--- config.mk ---
export PLATFORM = sky130hd
export DESIGN_NAME = mem_arbiter_flat
export DESIGN_NICKNAME = d
export VERILOG_FILES = /design/src/rtl/cpu_types_pkg.sv /design/src/rtl/mem_arbiter_if.sv /design/src/rtl/mem_arbiter.sv /design/src/flat_wrapper.sv
export SDC_FILE = /design/constraint.sdc
export NUM_CORES = 1
export LEC_CHECK = 0
export ABC_AREA = 0
export CORE_AREA = 2 2 106 108
export DETAILED_ROUTE_END_ITERATION = 10
export DIE_AREA = 0 0 108 110
export PLACE_DENSITY = 0.92
export SLEW_MARGIN = 20
export SYNTH_ARGS = -nofsm -noshare
export SYNTH_HDL_FRONTEND = slang
export SYNTH_SLANG_ARGS = --single-unit
--- constraint.sdc ---
create_clock -name CLK -period 3.4 [get_ports CLK]
set_input_delay 0.51 -clock CLK [delete_from_list [all_inputs] [get_ports CLK]]
set_output_delay 0.51 -clock CLK [all_outputs]
set_load 0.02 [all_outputs]
--- src/rtl/cpu_types_pkg.sv ---
// Types shared by the cache/RAM side of the CPU: the word type and the RAM
// status encoding reported on ramstate.
package cpu_types_pkg;

    typedef logic [31:0] word_t;

    typedef enum logic [1:0] {
        FREE   = 2'd0,
        BUSY   = 2'd1,
        ACCESS = 2'd2,
        ERROR  = 2'd3
    } ramstate_t;

    localparam int ERRCNT_W = 8;
    localparam logic [ERRCNT_W-1:0] ERRCNT_MAX = '1;

endpackage

--- src/rtl/mem_arbiter_if.sv ---
// Bundle of icache, dcache and RAM signals between the arbiter (slave) and
// the surrounding caches/RAM (master).
interface mem_arbiter_if;
    import cpu_types_pkg::*;

    // Handshake: a cache holds its request (iREN/dREN/dWEN) and operands until
    // it sees its wait low for one cycle; that cycle completes the transfer and
    // the load data is valid in it. Dropping the request earlier abandons it.
    logic                iREN;
    word_t               iaddr;
    logic                iwait;
    word_t               iload;

    logic                dREN;
    logic                dWEN;
    word_t               daddr;
    word_t               dstore;
    logic                dwait;
    word_t               dload;

    logic                ramREN;
    logic                ramWEN;
    word_t               ramaddr;
    word_t               ramstore;
    word_t               ramload;
    ramstate_t           ramstate;

    logic [ERRCNT_W-1:0] errcnt;

    modport master (
        output iREN, iaddr, dREN, dWEN, daddr, dstore, ramload, ramstate,
        input  iwait, iload, dwait, dload, ramREN, ramWEN, ramaddr, ramstore, errcnt
    );

    modport slave (
        input  iREN, iaddr, dREN, dWEN, daddr, dstore, ramload, ramstate,
        output iwait, iload, dwait, dload, ramREN, ramWEN, ramaddr, ramstore, errcnt
    );

endinterface

--- src/rtl/mem_arbiter.sv ---
// Single-port RAM arbiter between icache and dcache. Dcache has fixed
// priority (write over read); each grant runs until ACCESS or request drop.
module mem_arbiter
    import cpu_types_pkg::*;
(
    input  logic          CLK,
    input  logic          nRST,
    mem_arbiter_if.slave  bus,
    output logic [1:0]    dbg_state_o
);

    typedef enum logic [1:0] {
        IDLE   = 2'd0,
        IGRANT = 2'd1,
        DREAD  = 2'd2,
        DWRITE = 2'd3
    } arb_state_t;

    arb_state_t          state_q, state_d;
    word_t               addr_q, addr_d;
    word_t               store_q, store_d;
    logic [ERRCNT_W-1:0] errcnt_q, errcnt_d;

    logic in_grant;
    logic req_held;
    logic ram_access;
    logic ram_error;

    assign in_grant   = (state_q != IDLE);
    assign ram_access = (bus.ramstate == ACCESS);
    assign ram_error  = (bus.ramstate == ERROR);

    // Request of whoever currently owns the RAM.
    always_comb begin
        req_held = 1'b0;
        unique case (state_q)
            IGRANT:  req_held = bus.iREN;
            DREAD:   req_held = bus.dREN;
            DWRITE:  req_held = bus.dWEN;
            default: req_held = 1'b0;
        endcase
    end

    // State register
    always_ff @(posedge CLK) begin
        if (!nRST) begin
            state_q <= IDLE;
        end else begin
            state_q <= state_d;
        end
    end

    // Next-state logic; ERROR, FREE and BUSY all hold the grant.
    always_comb begin
        state_d = state_q;
        unique case (state_q)
            IDLE: begin
                if (bus.dWEN) begin
                    state_d = DWRITE;
                end else if (bus.dREN) begin
                    state_d = DREAD;
                end else if (bus.iREN) begin
                    state_d = IGRANT;
                end
            end
            default: begin
                if (!req_held || ram_access) begin
                    state_d = IDLE;
                end
            end
        endcase
    end

    // Address/data are captured only when leaving IDLE, so the RAM sees a
    // stable operand for the whole grant even if the cache changes its bus.
    always_comb begin
        addr_d   = addr_q;
        store_d  = store_q;
        errcnt_d = errcnt_q;
        if (state_q == IDLE) begin
            if (bus.dWEN) begin
                addr_d  = bus.daddr;
                store_d = bus.dstore;
            end else if (bus.dREN) begin
                addr_d = bus.daddr;
            end else if (bus.iREN) begin
                addr_d = bus.iaddr;
            end
        end
        if (in_grant && ram_error && (errcnt_q != ERRCNT_MAX)) begin
            errcnt_d = errcnt_q + 8'd1;
        end
    end

    always_ff @(posedge CLK) begin
        if (!nRST) begin
            addr_q   <= '0;
            store_q  <= '0;
            errcnt_q <= '0;
        end else begin
            addr_q   <= addr_d;
            store_q  <= store_d;
            errcnt_q <= errcnt_d;
        end
    end

    // Output logic; nRST gates everything so reset values appear immediately.
    always_comb begin
        bus.ramREN = 1'b0;
        bus.ramWEN = 1'b0;
        bus.iwait  = 1'b1;
        bus.dwait  = 1'b1;
        if (nRST) begin
            unique case (state_q)
                IGRANT: begin
                    bus.ramREN = 1'b1;
                    bus.iwait  = !ram_access;
                end
                DREAD: begin
                    bus.ramREN = 1'b1;
                    bus.dwait  = !ram_access;
                end
                DWRITE: begin
                    bus.ramWEN = 1'b1;
                    bus.dwait  = !ram_access;
                end
                default: begin
                    bus.ramREN = 1'b0;
                    bus.ramWEN = 1'b0;
                end
            endcase
        end
    end

    assign bus.ramaddr  = nRST ? addr_q  : '0;
    assign bus.ramstore = nRST ? store_q : '0;
    assign bus.iload    = bus.ramload;
    assign bus.dload    = bus.ramload;
    assign bus.errcnt   = errcnt_q;
    assign dbg_state_o  = state_q;

    a_one_command: assert property (@(posedge CLK) !(bus.ramREN && bus.ramWEN));
    a_one_release: assert property (@(posedge CLK) !(!bus.iwait && !bus.dwait));

endmodule
--- src/flat_wrapper.sv ---
// flat-port wrapper written by rule: the top's interface ports become plain ports
module mem_arbiter_flat import cpu_types_pkg::*;
  (CLK, nRST, dbg_state_o, bus_iREN, bus_iaddr, bus_dREN, bus_dWEN, bus_daddr, bus_dstore, bus_ramload, bus_ramstate, bus_iwait, bus_iload, bus_dwait, bus_dload, bus_ramREN, bus_ramWEN, bus_ramaddr, bus_ramstore, bus_errcnt);
  mem_arbiter_if bus_i ();
  input  logic CLK;
  input  logic nRST;
  output logic [1:0] dbg_state_o;
  input wire logic [$bits(bus_i.iREN)-1:0] bus_iREN;
  input wire logic [$bits(bus_i.iaddr)-1:0] bus_iaddr;
  input wire logic [$bits(bus_i.dREN)-1:0] bus_dREN;
  input wire logic [$bits(bus_i.dWEN)-1:0] bus_dWEN;
  input wire logic [$bits(bus_i.daddr)-1:0] bus_daddr;
  input wire logic [$bits(bus_i.dstore)-1:0] bus_dstore;
  input wire logic [$bits(bus_i.ramload)-1:0] bus_ramload;
  input wire logic [$bits(bus_i.ramstate)-1:0] bus_ramstate;
  output wire logic [$bits(bus_i.iwait)-1:0] bus_iwait;
  output wire logic [$bits(bus_i.iload)-1:0] bus_iload;
  output wire logic [$bits(bus_i.dwait)-1:0] bus_dwait;
  output wire logic [$bits(bus_i.dload)-1:0] bus_dload;
  output wire logic [$bits(bus_i.ramREN)-1:0] bus_ramREN;
  output wire logic [$bits(bus_i.ramWEN)-1:0] bus_ramWEN;
  output wire logic [$bits(bus_i.ramaddr)-1:0] bus_ramaddr;
  output wire logic [$bits(bus_i.ramstore)-1:0] bus_ramstore;
  output wire logic [$bits(bus_i.errcnt)-1:0] bus_errcnt;
  assign bus_i.iREN = bus_iREN;
  assign bus_i.iaddr = bus_iaddr;
  assign bus_i.dREN = bus_dREN;
  assign bus_i.dWEN = bus_dWEN;
  assign bus_i.daddr = bus_daddr;
  assign bus_i.dstore = bus_dstore;
  assign bus_i.ramload = bus_ramload;
  assign bus_i.ramstate = bus_ramstate;
  assign bus_iwait = bus_i.iwait;
  assign bus_iload = bus_i.iload;
  assign bus_dwait = bus_i.dwait;
  assign bus_dload = bus_i.dload;
  assign bus_ramREN = bus_i.ramREN;
  assign bus_ramWEN = bus_i.ramWEN;
  assign bus_ramaddr = bus_i.ramaddr;
  assign bus_ramstore = bus_i.ramstore;
  assign bus_errcnt = bus_i.errcnt;
  mem_arbiter u_core (.CLK(CLK), .nRST(nRST), .bus(bus_i), .dbg_state_o(dbg_state_o));
endmodule
=== After elaboration in Yosys (flattened, before gate mapping) ===
Index checks and enable logic that the tools add are counted.

* Add/subtract/negate cells: 1
* Eq/ne operators: 7
* Muxes and demuxes: 19
* Reduce and logical (&&, ||, !) cells: 14

{| class="wikitable"
|+ Operators with widths
! kind !! number
|-
| 32-bit two-way mux || 5
|-
| 2-bit two-way mux || 5
|-
| 8-bit by 1-bit adder with 8-bit output, second input constant || 1
|-
| 2-bit equality test, second input constant || 4
|-
| 1-bit two-way mux || 8
|-
| 8-bit inequality test, second input constant || 1
|-
| 2-bit AND reduction || 3
|-
| 4-bit inequality test, second input constant || 1
|-
| 2-bit nonzero test || 2
|-
| 2-bit OR reduction || 2
|-
| 1-bit one-hot mux with 3 select lines || 1
|-
| 3-bit nonzero test || 1
|-
| 2-bit by 1-bit equality test with 1-bit output, second input constant || 1
|-
| 1-bit logical AND || 2
|-
| 1-bit zero test || 2
|-
| 2-bit zero test || 1
|-
| 1-bit logical OR || 1
|}

* Flip-flop bits (word level): 74
* Output and inout bits: 142
* Word-level logic and storage cells: 45

=== Depth between registers and ports, before layout ===
Gate-level depths: netlist of run 1.

* Word-level depth: 6
* Depth in mapped cells: 7
* Mapped depth without buffers: 5

=== Least setup slack after synthesis of run 1 ===
No wires, ideal clock.

* Path kind: input port to output port
* Start: input nRST
* End: output bus_ramaddr[31]
* Arrival: 1.430 ns
* Required time: 2.890 ns
* Slack: 1.460 ns
* Stages on the path: 4
* Path buffers: 3
* Cells stage by stage: buf_2 -> clkbuf_1 -> clkbuf_1 -> and2_1

* Word-level cells in the longest chain between the ends: 1

{| class="wikitable"
|+ Ends and longest elaborated chain
! what !! line !! text
|-
| start, declared || flat_wrapper.sv:6 || <nowiki>input logic nRST;</nowiki>
|-
| 32-bit two-way mux || mem_arbiter.sv:135 || <nowiki>assign bus.ramaddr = nRST ? addr_q : '0;</nowiki>
|-
| end, declared || flat_wrapper.sv:22 || <nowiki>output wire logic [$bits(bus_i.ramaddr)-1:0] bus_ramaddr;</nowiki>
|}

No other way between the ends.

=== Final worst setup path of run 1 ===
Same ends and word-level chain as after synthesis.

==> results summary, run 1 <==
The flow ran to the end, and the final reports show no timing, DRC or antenna violations. The tool flagged a number of max-cap violations equal to 0. The maximum fanout along the worst path is 70.

The total global-route track usage came out at 18.5%. The CTS clock-pin slew for the worst setup and hold paths is 70 ps. The synthesized flop and latch total came out at 74. After the flow finishes, the layout carries non-filler instances totaling 775. After floorplanning, the core was sized to cover 10700 um2.

The share of the synthesized netlist area taken by xor and xnor gates is 0%. The initial cell density of the core came out at 38.3%. TritonCTS built the clock tree. The cell area after synthesis came out at 4100 um2. The sequential-to-total area share from yosys stat came out at 36.1%. The worst hold path stage count is 2. The fraction of the mapped netlist area in compound gates is 17.7%. The filler cell count came out at 1028. The clock root buffer master is sky130_fd_sc_hd__clkbuf_8. The worst-case IR drop observed on VDD is 0.194 mV. The synthesized netlist net count is 678. The placed instance count is 761.

After synthesis, the largest family of logic cells by area is simple AND/OR/NAND/NOR gates. The setup TNS after final layout is 0 ps. Global routing finished with a remaining overflow of 0. Detailed routing inserted a total of 3854 vias. The number of max-slew violations in the final report came out at 0. The count of synthesis-stage warnings from yosys is 0.

Headroom to the max-slew limit came out at 30.5%. The number of global-route vias before repair came out at 3472. Leaving out fill and tap cells, the most frequent cell in the layout is sky130_fd_sc_hd__clkdlybuf4s50_1. The worst setup path is of the primary input to output pin kind. The cell type group with the largest total delay on the critical path is buffers and inverters. The library cells used most frequently in the layout, excluding fill and tap cells, are sky130_fd_sc_hd__clkdlybuf4s50_1 (179), sky130_fd_sc_hd__nand2_1 (109), sky130_fd_sc_hd__dfxtp_1 (74). In this run, synthesis inferred 0 flip-flops with an integrated enable.

The combined buffer and inverter count along the critical path is 2. The number of iterations in the first detailed-routing pass is 4. The share of cell area taken by muxes after synthesis came out at 1.22%.

Summed over all nets, the half-perimeter wirelength after detailed placement is 8160 um. The remaining antenna violation count after routing is 0. The number of ports placed on the die boundary is 277. The first-pass GRT wire length is 17300 um.

The post-CTS setup-driven buffer insertion count is 0. The post-cts resize count is 0. The arrival time at the worst endpoint came out at 2230 ps. The critical path depth in cells came out at 3. The number of design rule violations left after detail routing is 0. The horizontal die dimension came out at 108 um.

The post-detailed-routing wire length came out at 11400 um. The number of clock sinks came out at 74. The synthesized instance count is 537. The H-tree was split into 3 levels. The area of the die came out at 11900 um2. The critical path capture point type is an output pin. The adder-cell area share of the yosys netlist came out at 1.83%.

In this run the mean area of a mapped cell was 7.64 um2. The post-synthesis share of cell area spent on and, or, nand and nor gates is 26.1%. In the final routed layout, each cell accounts on average for 14.7 um.

The power per cell area came out at 439 nW/um2. The biggest cell delay along the critical path is 770 ps. The final-report hold violation count is 0. The clock insertion delay at the later pin of the skew report is 330 ps. The post-layout minimum cycle time came out at 2740 ps. The maximum achievable frequency is 365 MHz. The number of I/O port buffers came out at 180. For this design the static power due to leakage is 2.10 nW. The final antenna diode count is 0. At the worst endpoint, the required time is 2890 ps. The maximum number of pins on one net before global-route repair came out at 71. The share of the clock period used by the worst path after layout is 80.6%. The share of synthesized flip-flops with an asynchronous set or reset is 0%.

The worst hold path belongs to the class flop to flop. In the routed layout, each cell is associated on average with a via count of 4.97. The number of design-rule violations left by the first detailed-router iteration came out at 174.

The maximum clock insertion buffer count came out at 2. The number of endpoints failing setup at the final stage is 0. The critical path goes through buf_2 > and2_1 > clkdlybuf4s50_1. Setup repair after global routing left no endpoint under its margin.

The placer's final routability congestion estimate came out at 0.879. The maximum clock skew at final layout is 4.37 ps. The number of CTS-inserted buffers came out at 9. The share of cells above drive strength 1 is 4.57%. STA classifies the critical path startpoint as a primary input. Buffers inserted to repair hold after CTS numbered 0.

The depth of the worst register-to-register path is 5. The cell at the slowest stage of the critical path is sky130_fd_sc_hd__buf_2. For this run, the leading register cell type out of synthesis is sky130_fd_sc_hd__dfxtp_1. The area growth from synthesis to layout is 38.7%.

The net total in the final layout came out at 773. The number of antenna violations at the first check in global routing is 0. In this run the vertical extent of the chip is 110 um.

The netlist uses 32 different library cells. The count of standard-cell rows came out at 38. The transition time of the tightest slew-check pin came out at 1040 ps.
==> cells in the mapped netlist, types with 2 or more instances <==
cell | count | area share, %
sky130_fd_sc_hd__a311oi_1 | 32 | 6.8
sky130_fd_sc_hd__buf_2 | 12 | 1.5
sky130_fd_sc_hd__and2_1 | 68 | 10
sky130_fd_sc_hd__buf_4 | 64 | 12
sky130_fd_sc_hd__buf_6 | 2 | 0.55
sky130_fd_sc_hd__inv_1 | 8 | 0.73
sky130_fd_sc_hd__dfxtp_1 | 74 | 36
sky130_fd_sc_hd__a21oi_1 | 34 | 4.1
sky130_fd_sc_hd__nand2b_1 | 3 | 0.46
sky130_fd_sc_hd__o21ai_0 | 35 | 4.3
sky130_fd_sc_hd__a211oi_1 | 4 | 0.73
sky130_fd_sc_hd__nand3_1 | 2 | 0.24
sky130_fd_sc_hd__nand2_1 | 109 | 10
sky130_fd_sc_hd__clkbuf_1 | 28 | 2.6
sky130_fd_sc_hd__o32ai_1 | 2 | 0.43
sky130_fd_sc_hd__o31a_1 | 2 | 0.43
sky130_fd_sc_hd__nand4_1 | 2 | 0.31
sky130_fd_sc_hd__mux2i_1 | 5 | 1.2
sky130_fd_sc_hd__nor2_1 | 33 | 3.0
sky130_fd_sc_hd__ha_1 | 6 | 1.8
==> report_power, final <==
part | switching [mW] | leakage, nW | internal [mW]
clock network | 0.308 | 0.101 | 0.369
registers | 0.0653 | 0.609 | 0.982
logic | 0.390 | 1.39 | 0.379
total | 0.764 | 2.10 | 1.73
==> stage by stage <==
stage | hold WS (ps) | power (mW) | setup slack, ps | util, % | area [um2]
final | 450 | 2.49 | 660 | 53.2 | 5690
after global routing | 470 | 2.65 | 547 | 53.2 | 5690
after CTS | 453 | 2.53 | 629 | 53.2 | 5690
after detailed placement | 443 | 1.84 | 629 | 51.4 | 5500
after global placement | 437 | 1.82 | 642 | 51.4 | 5500
after floorplan | 432 | 1.61 | 1460 | - | 4100
==> final cells by class <==
type                    instances  area [um2]  share of cell area [%]
repair buffers                190        1880                    33.1
well taps                     140         175                    3.08
clock inverters                 3        40.0                   0.704
inverters                       8        30.0                   0.528
flip-flops and latches         74        1480                    26.0
multi-input cells             349        1930                    33.9
clock buffers                  11         151                    2.66
==> tightest hold or removal path: stages, from the launching register on <==
cell and delay (ps):
sky130_fd_sc_hd__dfxtp_1 310, sky130_fd_sc_hd__nand2_1 50, sky130_fd_sc_hd__a21oi_1 50
==> final timing paths <==
path,start,slack (ps),end
setup reg to reg,u_core.dbg_state_o[0],1530,u_core.bus.errcnt[5]
hold / removal,u_core.store_q[25],450,u_core.store_q[25]
hold reg to reg,u_core.store_q[25],450,u_core.store_q[25]
setup / recovery,nRST,660,bus_ramaddr[31]
==> flip-flops by register name, summed over array words and instances (netlist names) <==
| name | flops |
|---|---|
| u_core.addr_q | 32 |
| u_core.store_q | 32 |
| u_core.bus.errcnt | 8 |
| u_core.dbg_state_o | 2 |
==> per-layer routing <==
layer	global-route usage [%]	wire (um)	vias to the layer above
met1	23.1	4770	1753
li1	-	-	1915
met3	5.58	854	20
met5	0	0	-
met4	7.33	191	0
met2	30.1	5560	166
==> cell families after synthesis <==
family | count (synthesis)
mux | 5
simple gates | 225
compound gates | 113
fa+ha+maj | 6
flops | 74
buf+inv | 114
No activity file was read; power rests on OpenSTA's default activity.
==> run 2, diff against run 1 <==
--- a/config.mk
+++ b/config.mk
@@ -6,10 +6,9 @@
 export NUM_CORES = 1
 export LEC_CHECK = 0
 export ABC_AREA = 0
-export CORE_AREA = 2 2 106 108
+export CORE_UTILIZATION = 33
 export DETAILED_ROUTE_END_ITERATION = 10
-export DIE_AREA = 0 0 108 110
-export PLACE_DENSITY = 0.92
+export PLACE_DENSITY = 0.84
 export SLEW_MARGIN = 20
 export SYNTH_ARGS = -nofsm -noshare
 export SYNTH_HDL_FRONTEND = slang
==> constraint.sdc (replaced) <==
create_clock -name CLK -period 2.3 [get_ports CLK]
set_input_delay 0.345 -clock CLK [delete_from_list [all_inputs] [get_ports CLK]]
set_output_delay 0.345 -clock CLK [all_outputs]
set_load 0.02 [all_outputs]
==> results summary, run 2 (synthesis results as in run 1) <==
Traced cell by cell, the critical path runs through inv_1 > ha_1 > o21ai_0 > clkdlybuf4s50_1. The first-pass GRT wire length came out at 18100 um. The routed design has 10900 um of wire. The die span in y came out at 113 um. The horizontal die dimension is 113 um. On the final layout, the worst hold slack is 447 ps.

The setup TNS after final layout came out at 0 ps. The number of endpoints failing setup at the final stage came out at 0. In this run the worst path has a maximum fanout of 5.

The post-layout minimum cycle time came out at 2190 ps. Net switching is 28.1% of the power. Leaving out fill and tap cells, the most frequent cells in the layout are sky130_fd_sc_hd__clkdlybuf4s50_1 (179), sky130_fd_sc_hd__nand2_1 (109), sky130_fd_sc_hd__dfxtp_1 (74).

The max-cap violation count is 0. The power share of the sequential group is 35.7%. The count of hold-fix buffers inserted at cts is 0. The vias per cell is 4.72. The length of routed met2 wiring came out at 5370 um.

The final critical path takes up 95.3% of the cycle. The H-tree depth came out at 3. The clock insertion delay at the later pin of the skew report is 320 ps. The post-detailed-placement half-perimeter wirelength is 7690 um. The number of CTS-inserted buffers is 9.

The type of the most critical hold path is flop to flop. The number of global-route vias before repair came to 3674. The internal power summed over all cells came out at 3.09 mW.

Summed over all nets, the switching power comes to 1.21 mW. The core region is 12100 um2. The final antenna diode count came out at 0. The CTS clock-pin slew for the worst setup and hold paths came out at 60 ps. TritonCTS built the clock tree.

The clock root buffer master is sky130_fd_sc_hd__clkbuf_16. The routed length on met3 came out at 751 um. The total power draw came out at 4.30 mW. The number of clock sinks came out at 74. The remaining antenna violation count after routing is 0. The number of design-rule violations left by the first detailed-router iteration came out at 183. The routed layout has 3813 vias.

The number of antenna violations at the first check in global routing came to 0. The transition time of the tightest slew-check pin is 342 ps. The placer's final routability congestion estimate came out at 0.799. After detailed routing, no signal wire sits above met4.

The post-cts resize count is 0. Setup repair after global routing left no endpoint under its margin. The slowest stage of the critical path is the sky130_fd_sc_hd__clkdlybuf4s50_1 cell. The arrival time at the worst endpoint came out at 1850 ps. The share of power burned in combinational logic is 26.8%. The number of iterations in the first detailed-routing pass is 4. STA classifies the critical path endpoint as an output pin. The net total in the final layout is 775.

The detail-routed net length per standard cell came out at 13.6 um. The worst-case vdd ir drop came out at 0.423 mV. The final core area utilization came out at 49.1%. The area growth from synthesis to layout is 44.5%.

The number of I/O port buffers is 180. The total global-route track usage came out at 17.5%. The maximum clock skew at final layout came out at 8.07 ps. The number of max-slew violations in the final report came out at 0. Pin placement for this block handled 277 I/O pins. The die covers 12900 um2. The maximum number of pins on one net before global-route repair is 84.

The critical path in this run is classified as flop to output pin. The power per cell area came out at 725 nW/um2. The maximum clock insertion buffer count came out at 2. The final-report hold violation count is 0.

The count of standard-cell rows is 40. The biggest cell delay along the critical path came out at 620 ps. Leaving out fill and tap cells, the most frequent cell in the layout is sky130_fd_sc_hd__clkdlybuf4s50_1.

The number of design rule violations left after detail routing is 0. The leakage power came out at 2.19 nW. The initial cell density of the core came out at 34.0%.

The data required time at the worst endpoint is 1960 ps. The headroom to the max-slew limit is 77.2%. The worst setup path is launched from a flop. The post-route met1 wirelength came out at 4600 um. The maximum achievable frequency is 456 MHz.

The share of cells above drive strength 1 came out at 5.01%. The portion of total power attributed to the clock network is 37.5%. The remaining global-route overflow came out at 0. Buffers added to address setup during post-CTS repair amount to 0.

The flow ran to the end, and the final reports show no timing, DRC or antenna violations.
==> run 2: metal layers <==
metal | track usage [%] | vias to the layer above
met2 | 28.7 | 137
met4 | 5.70 | 0
li1 | - | 1921
met1 | 21.7 | 1730
met5 | 0 | -
met3 | 5.47 | 25
==> run 2: final cells by class <==
cell class,instances,area [um2]
clock inverters,6,113
well taps,168,210
multi-input cells,349,1930
fillers,1162,6140
repair buffers,192,1940
clock buffers,10,229
inverters,8,30.0
flip-flops and latches,74,1480
==> run 2: path summary, 6_finish.rpt <==
path                                             end  cells past startpoint  slack (ps)                   from
worst min register to register     u_core.store_q[0]                      2         450      u_core.store_q[0]
worst max-delay path                       bus_dwait                      4         110  u_core.dbg_state_o[0]
worst min-delay path               u_core.store_q[0]                      2         450      u_core.store_q[0]
worst max register to register  u_core.bus.errcnt[5]                      5         430  u_core.dbg_state_o[0]
==> run 2: power by group through the flow <==
stage               clock network [mW]  logic (mW)  registers, mW
global placement                     0        1.15           1.56
detailed placement                   0        1.16           1.57
CTS                               1.66        1.16           1.54
global route                      1.73        1.27           1.56
finish                            1.61        1.15           1.54
floorplan                            0       0.826           1.55
==> run 2: per-stage QoR <==
| step | std cells | setup slack (ps) | area (um2) |
|---|---|---|---|
| 2_1_floorplan | 537 | 444 | 4100 |
| 3_3_place_gp | 791 | 209 | 5580 |
| 3_5_place_dp | 791 | 186 | 5580 |
| 4_1_cts | 807 | 96.7 | 5930 |
| 5_1_grt | 807 | 37.1 | 5930 |
| 6_report | 807 | 108 | 5930 |
==> run 2: worst max-delay path: cells and delay by family (launching register included) <==
family,cells,cell delay [ps]
AO/OA/AOI/OAI,1,150
buffers and inverters,2,730
adder cells (fa/ha/maj),1,230
flip-flops,1,420
==> run 3, diff against run 2 <==
--- a/config.mk
+++ b/config.mk
@@ -8,6 +8,7 @@
 export ABC_AREA = 0
 export CORE_UTILIZATION = 33
 export DETAILED_ROUTE_END_ITERATION = 10
+export GPL_ROUTABILITY_DRIVEN = 0
 export PLACE_DENSITY = 0.84
 export SLEW_MARGIN = 20
 export SYNTH_ARGS = -nofsm -noshare
==> results of run 3 <==
No change in the layout: final DEF, timing and power equal those of run 2.
==> RTL change 1 (flow settings as in run 3) <==
Put one more register stage on the output `dbg_state_o`, with the module's reset. The value now appears one clock later. The other outputs are not delayed to match.
--- a/src/rtl/mem_arbiter.sv
+++ b/src/rtl/mem_arbiter.sv
@@ -139,3 +139,9 @@
     assign bus.errcnt   = errcnt_q;
-    assign dbg_state_o  = state_q;
+    always_ff @(posedge CLK) begin
+        if (!nRST) begin
+            dbg_state_o <= '0;
+        end else begin
+            dbg_state_o <= state_q;
+        end
+    end
 
Formal check against the unedited RTL: not equivalent (Yosys sat finds a counterexample within 4 cycles, from zero or initial values and one cycle with nRST low).
==> RTL change 1 against run 3 <==
Worst setup slack improved by 0.11 ns. Register-to-register slack better by 0.11 ns. Synthesized area is 6.4% higher. First-iteration DRC count rose by 5.5%. Routed wire length is 6.6% higher. Utilization down 1.1 points. Sequential cell count up 2. Cell area up 3.4%. Sequential power fell by 3%. Critical path depth rose by 1. Total power decreased by 11%. Highest routed layer unchanged.
==> RTL change 1: results (changes against run 3) <==
Detailed routing
  – WL final: 11700 µm (was 10900 µm)
  – 1st-iter DRT viols: 193 (was 183)
  – Vias per cell: 4.73 (was 4.72)

Placed design
  – Final HPWL DP: 8250 µm (was 7690 µm)
  – Placed insts: 798 (was 791)
  – Number of buffers added on ports: 180 (unchanged)

Yosys
  – Synth unique cells: 39 (was 32)
  – Top post-synthesis cells by area: dfxtp_1 (35%), buf_4 (12%), a311oi_2 (10%) (was dfxtp_1 (36%), buf_4 (12%), and2_1 (10%))
  – Mapped Cells: 540 (was 537)
  – Sequential-to-total area share from yosys stat: 34.9% (was 36.1%)
  – Ys flop type: dfxtp_1 (unchanged)
  – Synth top cells by count: nand2_1 (109), dfxtp_1 (76), buf_4 (68) (was nand2_1 (109), dfxtp_1 (74), and2_1 (68))
  – Net count after synthesis: 681 (was 678)
  – Post-synth EDFFs: 0 (unchanged)

Global routing
  – Vias in the first global route: 3515 (was 3674)
  – First-pass GRT wire length: 17800 µm (was 18100 µm)
  – Tot GR Track Use: 17.2% (was 17.5%)
  – Largest net degree at the start of global routing: 83 (was 84)

Layout
  – Non-filler instance count after layout: 814 (was 807)
  – Final nets: 778 (was 775)
  – Fillcell total: 1184 (was 1162)
  – Share of cells above drive strength 1: 9.97% (was 5.01%)

Timing
  – Setup Skew: 0.00489 ns (was 0.00807 ns)
  – Worst slew margin: 67.6% (was 77.2%)

Clock network
  – Clk_lat worst skew: 0.33 ns
  – Post-CTS Resized: 1 (was 0)
  – Post-CTS Setup Bufs: 0 (unchanged)

Power and ir drop
  – Static Leakage: 2.22 nW (was 2.19 nW)
  – Int Power: 2.70 mW (was 3.09 mW)
  – VDD IR-drop max: 0.000316 V (was 0.000423 V)
  – Clock share of power: 34.6% (was 37.5%)
  – Power consumed by sequential cells: 1.50 mW (was 1.54 mW)

Worst setup path
  – Crit Path Max Fanout: 2 (was 5)
  – WP data arrival: 1.74 ns (was 1.85 ns)
  – Max stage delay on crit path: 0.59 ns (was 0.62 ns)

Status
  – Status: completed (unchanged)
[RTL change 1: per-layer routing]
layer,vias up,routed length (µm),track usage (%)
li1,1935,-,-
met5,-,0,0
met3,29,900,4.99
met2,157,5540,28.2
met1,1731,4910,20.4
met4,0,310,8.69
[RTL change 1: per-stage QoR]
stage	util [%]	total power, mW	worst slack (ns)	area, µm²	hold WS [ns]
after global placement	45.8	2.51	0.204	5850	0.437
after CTS	48.0	3.86	0.0690	6130	0.451
after detailed placement	45.8	2.53	0.195	5850	0.442
after global routing	48.0	4.02	0.114	6130	0.469
final	48.0	3.81	0.220	6130	0.447
after floorplan	-	2.26	0.725	4360	0.432
[RTL change 1: final timing paths]
kind | from | slack (ns) | depth (start not counted) | to
hold reg to reg | u_core.store_q[14] | 0.45 | 2 | u_core.store_q[14]
setup reg to reg | u_core.state_q[1] | 0.54 | 6 | u_core.addr_q[18]
hold / removal | u_core.store_q[14] | 0.45 | 2 | u_core.store_q[14]
setup / recovery | bus_ramstate[0] | 0.22 | 5 | bus_iwait
[RTL change 1: cells by family (layout without fill, tap and decap cells)]
group / after synthesis / count (layout) / share of synthesized area, %
mux: 5 / 5 / 1.15
fa+ha+maj: 6 / 6 / 1.72
flops: 76 / 76 / 34.9
buf+inv: 114 / 216 / 16.4
simple gates: 226 / 226 / 24.5
compound gates: 113 / 113 / 21.3
[RTL change 1: layout make-up]
cell class | instances | area (µm²) | share of cell area [%]
well taps | 172 | 215 | 3.51
repair buffers | 191 | 1960 | 31.9
flip-flops and latches | 76 | 1520 | 24.8
inverters | 9 | 33.8 | 0.551
multi-input cells | 350 | 2130 | 34.7
clock buffers | 10 | 239 | 3.90
clock inverters | 6 | 37.5 | 0.612
==> RTL change 2 (settings of run 3) <==
Without the edit above. `ERRCNT_W`: 8 -> 10.
--- a/src/rtl/cpu_types_pkg.sv
+++ b/src/rtl/cpu_types_pkg.sv
@@ -13,3 +13,3 @@
 
-    localparam int ERRCNT_W = 8;
+    localparam int ERRCNT_W = 10;
     localparam logic [ERRCNT_W-1:0] ERRCNT_MAX = '1;
Interface: changed (resized bus_errcnt); port bits go from 277 to 279. The function was not compared with the original's and may differ.
==> RTL change 2 against run 3 <==
Final cell count decreased by 3.1%. Sequential cell count increased by 2. Routed wire length decreased by 5.1%. Worst setup slack improved by 0.048 ns. Highest routed layer unchanged. Sequential power about the same. Combinational power decreased by 12%. Total power decreased by 5.9%. Count of clock-buffer cells in the layout increased by 2. Synthesized area increased by 1.5%. Worst hold slack got worse by 0.023 ns. Cell area increased by 0.78%. Global-route usage decreased by 1.4 points.
==> RTL change 2: results (changes against run 3) <==
Detailed routing
  – 1st-iter DRT viols: 163 (was 183)
  – Met3 WL post-DR: 908 µm (was 751 µm)
  – WL met1: 4270 µm (was 4600 µm)
  – Via Count: 3696 (was 3813)
  – Metal2 WL: 4910 µm (was 5370 µm)
  – Routed wire per std cell: 13.3 µm (was 13.6 µm)
  – Max Used Layer: met4 (unchanged)

Power and ir drop
  – Static Leakage: 2.35 nW (was 2.19 nW)
  – VDD IR-drop max: 0.000396 V (was 0.000423 V)

Yosys
  – Ys flop type: dfxtp_1 (unchanged)
  – Synth top cells by count: dfxtp_1 (76), nand2_1 (74), and2_1 (70) (was nand2_1 (109), dfxtp_1 (74), and2_1 (68))
  – Top post-synthesis cells by area: dfxtp_1 (37%), buf_4 (12%), and2_1 (11%) (was dfxtp_1 (36%), buf_4 (12%), and2_1 (10%))
  – Synth unique cells: 36 (was 32)
  – Net count after synthesis: 648 (was 678)
  – Synth async-reset ratio: 0% (unchanged)
  – Sequential-to-total area share from yosys stat: 36.5% (was 36.1%)

Worst setup path
  – Crit Path Max Fanout: 3 (was 5)
  – Max stage delay on crit path: 0.54 ns (was 0.62 ns)
  – WP data arrival: 1.80 ns (was 1.85 ns)
  – Cells on worst reg2reg path: 6 (was 5)
  – Reg2reg setup slack: 0.25 ns (was 0.43 ns)
  – R2r startpoint: u_core.dbg_state_o[1] (was u_core.dbg_state_o[0])

Timing
  – Worst slew margin: 55.5% (was 77.2%)
  – Setup Skew: 0.00649 ns (was 0.00807 ns)

Layout
  – Share of cells above drive strength 1: 4.72% (was 5.01%)
  – Fillcell total: 1164 (was 1162)
  – Final nets: 750 (was 775)

Worst hold path
  – Worst hold path class: input pin to flop (was flop to flop)
  – Hold Path End: u_core.bus.errcnt[7] (was u_core.store_q[0])
  – Hold Crit Start: nRST (was u_core.store_q[0])
  – Hold-critical path depth: 3 (was 2)

Global routing
  – Tot GR Track Use: 16.0% (was 17.5%)
  – Vias in the first global route: 3596 (was 3674)
  – Initial antenna violation count: 1 (was 0)
  – Largest net degree at the start of global routing: 66 (was 84)
  – First-pass GRT wire length: 16600 µm (was 18100 µm)

Status
  – Status: completed (unchanged)

Placed design
  – Number of buffers added on ports: 182 (was 180)
  – Final HPWL DP: 7880 µm (was 7690 µm)
  – Pre-CTS setup slack: 0.128 ns (was 0.186 ns)

Clock network
  – Reg clk slew, reported paths: 0.06 ns (about the same)
## RTL change 2: cell families (layout without fill, tap and decap cells)
logic type | Yosys count | count (layout) | share of synthesized area, %
adder cells (fa/ha/maj) | 6 | 6 | 1.80
flip-flops | 76 | 76 | 36.5
AND/OR/NAND/NOR | 202 | 202 | 23.9
XOR/XNOR | 2 | 2 | 0.421
AO/OA/AOI/OAI | 85 | 85 | 13.1
multiplexers | 33 | 33 | 7.93
buffers and inverters | 103 | 210 | 16.4
## RTL change 2: worst max-delay path: cells and delay by family
family                 cells  cell delay, ns
buffers and inverters      2            1.02
and+or+nand+nor            3            0.42
## RTL change 2: worst max path at each step
stage | cells past startpoint | start | endpoint | slack [ns]
floorplan | 8 | u_core.dbg_state_o[1] | u_core.bus.errcnt[3] | 0.38
global placement | 5 | bus_ramstate[1] | bus_dwait | 0.15
detailed placement | 5 | bus_ramstate[1] | bus_dwait | 0.13
CTS | 4 | u_core.dbg_state_o[0] | bus_dwait | 0.02
global route | 5 | bus_ramstate[1] | bus_iwait | 0.06
finish | 5 | bus_ramstate[1] | bus_iwait | 0.16
## RTL change 2: power breakdown
group	internal (mW)	total, mW	switching, mW
Combinational	0.515	1.01	0.497
Clock	0.978	1.49	0.517
Sequential	1.46	1.54	0.0725
Total	2.96	4.04	1.09
## RTL change 2: final cells by class
class | count | area (µm²) | share of cell area [%]
clock buffer | 12 | 246 | 4.13
clock inverter | 4 | 72.6 | 1.22
inverter | 4 | 15.0 | 0.251
multi-input combinational | 328 | 1960 | 32.9
sequential | 76 | 1520 | 25.5
tap | 168 | 210 | 3.52
timing repair buffer | 190 | 1940 | 32.6
## RTL change 2: per-layer routing
metal,vias to the layer above,track usage (%)
met5,-,0
met4,0,7.27
met3,31,5.98
met2,171,27.7
met1,1657,17.5
li1,1837,-
## RTL change 2: timing repair
action,in CTS,in global routing
setup endpoints to repair,0,2
hold endpoints to repair,0,0
gates resized for setup,0,2
## RTL change 2: per-stage QoR
| stage | power (mW) | hold slack [ns] | area, µm² | cells | utilization (%) |
|---|---|---|---|---|---|
| floorplan | 2.30 | 0.432 | 4160 | 507 | - |
| global placement | 2.55 | 0.437 | 5650 | 766 | 46.4 |
| detailed placement | 2.58 | 0.442 | 5650 | 766 | 46.4 |
| CTS | 4.10 | 0.422 | 5970 | 782 | 49.1 |
| global route | 4.26 | 0.438 | 5970 | 782 | 49.1 |
| finish | 4.04 | 0.425 | 5970 | 782 | 49.1 |
